===== config.mk =====
export PLATFORM = sky130hd
export DESIGN_NAME = div_seq
export DESIGN_NICKNAME = d
export VERILOG_FILES = /design/src/rtl/div_seq_pkg.sv /design/src/rtl/div_seq_step.sv /design/src/rtl/div_seq.sv
export SDC_FILE = /design/constraint.sdc
export NUM_CORES = 1
export LEC_CHECK = 0
export ABC_AREA = 1
export CAP_MARGIN = 20
export CELL_PAD_IN_SITES_DETAIL_PLACEMENT = 1
export CELL_PAD_IN_SITES_GLOBAL_PLACEMENT = 1
export CORE_ASPECT_RATIO = 1.2
export CORE_UTILIZATION = 41
export CTS_CLUSTER_SIZE = 12
export DETAILED_ROUTE_END_ITERATION = 8
export GPL_TIMING_DRIVEN = 0
export PLACE_DENSITY_LB_ADDON = 0.15
export SYNTH_ARGS = -nofsm -noshare
export SYNTH_HDL_FRONTEND = slang
export SYNTH_SLANG_ARGS = --single-unit

===== constraint.sdc =====
create_clock -name clk -period 4.9 [get_ports clk]
set_input_delay 1.225 -clock clk [delete_from_list [all_inputs] [get_ports clk]]
set_output_delay 1.225 -clock clk [all_outputs]
set_load 0.02 [all_outputs]

===== src/rtl/div_seq_pkg.sv =====
// div_seq_pkg: shared state encoding for the iterative divider sequencer.
`default_nettype none

package div_seq_pkg;

  typedef enum logic [1:0] {
    DIVSEQ_IDLE = 2'd0,
    DIVSEQ_BUSY = 2'd1,
    DIVSEQ_DONE = 2'd2
  } divseq_state_e;

endpackage

`default_nettype wire


===== src/rtl/div_seq_step.sv =====
// div_seq_step: one combinational radix-2 restoring division iteration.
`default_nettype none

module div_seq_step #(
  parameter int WIDTH = 32
) (
  input  logic [WIDTH-1:0] rem_i,
  input  logic             dvd_msb_i,
  input  logic [WIDTH-1:0] dsr_i,
  output logic [WIDTH-1:0] rem_o,
  output logic             qbit_o
);

  logic [WIDTH:0] shift;
  logic [WIDTH:0] diff;

  // The incoming remainder is always below the divisor, so the restored value fits in WIDTH bits.
  assign shift  = {rem_i, dvd_msb_i};
  assign diff   = shift - {1'b0, dsr_i};
  assign qbit_o = ~diff[WIDTH];
  assign rem_o  = qbit_o ? diff[WIDTH-1:0] : shift[WIDTH-1:0];

endmodule

`default_nettype wire


===== src/rtl/div_seq.sv =====
// div_seq: multi-cycle DIV/DIVU sequencer with signed fix-up, hold and annul handling.
`default_nettype none

module div_seq
  import div_seq_pkg::*;
#(
  parameter int WIDTH = 32,
  parameter int CNT_W = 6
) (
  input  logic             clk,
  input  logic             resetn,
  input  logic             div_req,
  input  logic             div_signed,
  input  logic [WIDTH-1:0] opa,
  input  logic [WIDTH-1:0] opb,
  input  logic             annul,
  input  logic             hold,
  output logic             div_ready,
  output logic             div_busy,
  output logic [WIDTH-1:0] quot,
  output logic [WIDTH-1:0] rem
);

  divseq_state_e    state_q, state_d;
  logic [CNT_W-1:0] cnt_q, cnt_d;
  logic [WIDTH-1:0] prem_q, prem_d;
  logic [WIDTH-1:0] dvd_q, dvd_d;
  logic [WIDTH-1:0] dsr_q, dsr_d;
  logic             sa_q, sa_d;
  logic             sb_q, sb_d;
  logic             sgn_q, sgn_d;
  logic [WIDTH-1:0] quot_q, quot_d;
  logic [WIDTH-1:0] rem_q, rem_d;

  logic [WIDTH-1:0] step_rem;
  logic             step_qbit;
  logic [WIDTH-1:0] qraw;

  div_seq_step #(.WIDTH(WIDTH)) u_step (
    .rem_i    (prem_q),
    .dvd_msb_i(dvd_q[WIDTH-1]),
    .dsr_i    (dsr_q),
    .rem_o    (step_rem),
    .qbit_o   (step_qbit)
  );

  // Dividend bits shift out the top while quotient bits shift in at the bottom.
  assign qraw = {dvd_q[WIDTH-2:0], step_qbit};

  always_ff @(posedge clk or negedge resetn) begin
    if (!resetn) begin
      state_q <= DIVSEQ_IDLE;
      cnt_q   <= '0;
      prem_q  <= '0;
      dvd_q   <= '0;
      dsr_q   <= '0;
      sa_q    <= 1'b0;
      sb_q    <= 1'b0;
      sgn_q   <= 1'b0;
      quot_q  <= '0;
      rem_q   <= '0;
    end else begin
      state_q <= state_d;
      cnt_q   <= cnt_d;
      prem_q  <= prem_d;
      dvd_q   <= dvd_d;
      dsr_q   <= dsr_d;
      sa_q    <= sa_d;
      sb_q    <= sb_d;
      sgn_q   <= sgn_d;
      quot_q  <= quot_d;
      rem_q   <= rem_d;
    end
  end

  always_comb begin
    state_d = state_q;
    cnt_d   = cnt_q;
    prem_d  = prem_q;
    dvd_d   = dvd_q;
    dsr_d   = dsr_q;
    sa_d    = sa_q;
    sb_d    = sb_q;
    sgn_d   = sgn_q;
    quot_d  = quot_q;
    rem_d   = rem_q;
    case (state_q)
      DIVSEQ_IDLE: begin
        if (div_req && !annul) begin
          if (opb == '0) begin
            quot_d  = '1;
            rem_d   = opa;
            state_d = DIVSEQ_DONE;
          end else begin
            prem_d  = '0;
            dvd_d   = (div_signed && opa[WIDTH-1]) ? -opa : opa;
            dsr_d   = (div_signed && opb[WIDTH-1]) ? -opb : opb;
            sa_d    = opa[WIDTH-1];
            sb_d    = opb[WIDTH-1];
            sgn_d   = div_signed;
            cnt_d   = '0;
            state_d = DIVSEQ_BUSY;
          end
        end
      end
      DIVSEQ_BUSY: begin
        // Losing the request mid-flight means the instruction was flushed elsewhere.
        if (annul || !div_req) begin
          state_d = DIVSEQ_IDLE;
        end else begin
          prem_d = step_rem;
          dvd_d  = qraw;
          cnt_d  = cnt_q + CNT_W'(1);
          if (cnt_q == CNT_W'(WIDTH - 1)) begin
            quot_d  = (sgn_q && (sa_q ^ sb_q)) ? -qraw : qraw;
            rem_d   = (sgn_q && sa_q) ? -step_rem : step_rem;
            state_d = DIVSEQ_DONE;
          end
        end
      end
      DIVSEQ_DONE: begin
        if (annul || !div_req || !hold) begin
          state_d = DIVSEQ_IDLE;
        end
      end
      default: state_d = DIVSEQ_IDLE;
    endcase
  end

  assign div_ready = (state_q == DIVSEQ_DONE);
  assign div_busy  = (state_q == DIVSEQ_BUSY);
  assign quot      = quot_q;
  assign rem       = rem_q;

endmodule

`default_nettype wire


==> metrics <==
status=finished clean; vias in the first global route=15,491; Mean Syn Cell Area=6.327 um^2; Area Growth Syn to Fin=19.62%; Antenna Nets Post-Route=0; syn_nets=2,223; synthesized cell area=13,380 um^2; chip width=166.9 um; Nets=2,386; register area share after synthesis=31.98%; Ports=136; Clock Tree Root=clkbuf_16; r2r endpoint=quot[30]; period utilisation layout=94.11%; antenna violations before repair=0; CP most frequent cell=clkbuf_1; hold-critical path depth=2; Reg2Reg Depth=23; largest net degree at the start of global routing=108; crit-path max FO=10; final setup fails=0; Slew headroom=31.84%; Post-Synthesis Cells=2,115; vias per cell=5.552; min-delay worst type=reg -> reg; fin. max-slew vios=0; worst path bufs/invs=5; Worst-Skew Late Latency=0.47 ns; P per Cell Area=559.5 nW/um^2; post-layout minimum cycle time=4.611 ns; EDFF count, synth=0; IO Port Bufs=135; GRT overflow=0; clock buffer depth=2; # clock sinks=171; Via Count=14,979; fin util=49.77%; slowest cell delay on critical path=0.68 ns; Ys Warns=0; gpl congestion=0.9649; maximum vdd drop=0.0001859 V; Hold Path Origin=quot[31]; Post-CTS Hold Buffers=0; Critical Path AT=3.39 ns; Reg2Reg Launch Point=dsr_q[28]; top_reg_cell synth=dfrtp_1; wire per inst=21.56 um; Tot GR Track Use=35.17%; Worst setup SP type=flop; 1st-pass router iterations=7; critical path cell sequence=inv_1 -> nor2_1 -> clkbuf_1 -> clkbuf_1 -> buf_4 -> clkdlybuf4s50_1; # rows=72; CP max-delay cell=clkbuf_1; max_cap viols=0; fmax=216.9 MHz; Starting Density=41.61%; crit end category=primary output; First DRT Iteration DRCs=852; share of layout cells above drive strength 1=5.107%; # DRC=0; leakage=8.050 nW; Final HPWL DP=46.92 mm; WP data required=3.67 ns; delay-heaviest family, CP=buffers and inverters; final hold violation count=0; die area=33,370 um^2; WHS Endpoint=quot[31]; Placeable Area=32,160 um^2; Least-Margin Pin Slew=1.015 ns; Unique masters post-synth=51; Yosys reg bits=171; number of diodes=0; Die Ht=199.9 um; async set-reset flop share out of synthesis=100.0%; CTS clk-pin slew, worst paths=0.07 ns; CTS HTree Levels=4; Clock Skews=0.008838 ns; CTS tree=done; final WL=58.17 mm; crit path kind=reg -> out; CTS Buf Count=17; overall power=8.956 mW; worst reg2reg setup slack=0.32 ns; first-pass GRT wire length=87.91 mm
timing repair:
action / 4_1_cts / 5_1_grt
pin swaps: 0 / 2
endpoints found under the hold margin: 0 / 0
setup buffers: 0 / 9
setup endpoints to repair: 6 / 13
resized for setup: 3 / 5
cell type report:
type	count	area [um^2]
Clock buffer	20	466.7
Inverter	298	1119
Clock inverter	12	158.9
Tap cell	407	509.2
Timing Repair Buffer	145	1451
Sequential cell	171	4279
Multi-Input combinational cell	1572	7696
Buffer	73	326.6
Fill cell	4357	16150
power by group:
group	internal (mW)	switching, mW	leakage (nW)
Sequential	1.80	0.300	2.12
Combinational	1.78	3.57	5.62
Clock	0.849	0.654	0.304
tightest hold or removal path: stages, from the launching register on:
cell and delay, ns:
dfrtp_1 0.34, nand2_1 0.05, nand2_1 0.05
placed cells by master (no fill, tap or decap), drive strengths merged, types with 25 or more instances in the layout:
cell and count:
inv 299, o21ai 154, nor3 37, clkdlybuf4s50 134
nand2 709, a21oi 85, o22ai 25, nor2 203
clkbuf 72, dfrtp 171, nand3 137, xor2 39
ha 37, buf 32
routing by layer:
| layer | wire [um] | up-vias | GRT usage, % |
|---|---|---|---|
| met5 | 0 | - | 0 |
| li1 | - | 7129 | - |
| met3 | 2334 | 176 | 4.259 |
| met2 | 29310 | 442 | 63.72 |
| met1 | 21920 | 7232 | 37.42 |
| met4 | 4603 | 0 | 27.85 |
synthesized netlist by cell type (2+ instances only):
| cell | instances | area share [%] |
|---|---|---|
| clkbuf_1 | 51 | 1.4 |
| nand2_1 | 687 | 19 |
| xnor2_1 | 20 | 1.3 |
| ha_1 | 37 | 3.5 |
| nand2_2 | 21 | 0.98 |
| o221ai_1 | 15 | 0.98 |
| o31ai_1 | 9 | 0.50 |
| o21ai_1 | 17 | 0.64 |
| inv_2 | 15 | 0.42 |
| a22oi_1 | 3 | 0.17 |
| a31oi_1 | 18 | 0.84 |
| o311ai_0 | 2 | 0.13 |
| o21ai_0 | 136 | 5.1 |
| nand3_1 | 133 | 5.0 |
| inv_1 | 280 | 7.9 |
| o211ai_1 | 13 | 0.73 |
| nand4_1 | 20 | 0.94 |
| dfrtp_1 | 171 | 32 |
| nor2_1 | 196 | 5.5 |
| and3_1 | 6 | 0.28 |
| o21bai_1 | 3 | 0.17 |
| nor3_1 | 37 | 1.4 |
| and2_1 | 3 | 0.14 |
| buf_6 | 3 | 0.25 |
| buf_2 | 6 | 0.22 |
| nor4_1 | 15 | 0.70 |
| a21oi_1 | 82 | 3.1 |
| a221oi_1 | 2 | 0.13 |
| o22ai_1 | 25 | 1.2 |
| a21oi_2 | 2 | 0.13 |
| or2_2 | 3 | 0.14 |
| nand3_2 | 4 | 0.30 |
| nor2_2 | 7 | 0.33 |
| nand3b_1 | 4 | 0.22 |
| buf_4 | 6 | 0.34 |
| clkinv_1 | 3 | 0.084 |
| buf_1 | 8 | 0.22 |
| xor2_1 | 39 | 2.6 |
state kept, by name (all words and copies together), names as in the netlist:
name and count:
prem_q 32, sa_q 1, dvd_q 32, state_q 2, rem 32, dsr_q 32, sb_q 1, quot 32
cnt_q 6, sgn_q 1
logic make-up (layout without fill, tap and decap cells):
family / Yosys count / count (layout) / share of synthesized area [%]
simple gates: 1140 / 1140 / 35.39
xor+xnor: 59 / 59 / 3.862
compound gates: 335 / 335 / 14.33
buf+inv: 372 / 548 / 10.83
flops: 171 / 171 / 31.98
fa+ha+maj: 38 / 38 / 3.609
metrics by stage:
stage / setup WS (ns) / setup TNS [ns] / hold slack (ns) / std cells / cell area (um^2)
final: 0.2887 / 0 / 0.4771 / 2698 / 16010
after global placement: -4.736 / -806.76 / 0.4629 / 2657 / 15240
after global routing: -0.006279 / -0.006279 / 0.5078 / 2698 / 16010
after detailed placement: -0.4387 / -4.840 / 0.4644 / 2658 / 15270
after floorplan: 0.9259 / 0 / 0.4530 / 2115 / 13380
after CTS: 0.04173 / 0 / 0.4823 / 2689 / 15910
worst max-delay path by stage:
| stage | startpoint | endpoint | slack [ns] | cells past startpoint |
|---|---|---|---|---|
| after global routing | dsr_q[28] | quot[30] | -0.006 | 23 |
| after floorplan | dvd_q[31] | quot[30] | 0.93 | 27 |
| final | state_q[0] | div_busy | 0.29 | 6 |
| after CTS | dvd_q[31] | quot[30] | 0.04 | 26 |
| after detailed placement | dsr_q[17] | quot[30] | -0.44 | 25 |
| after global placement | resetn | dsr_q[10] | -4.74 | 1 |
(Power assumes the default switching activity.)
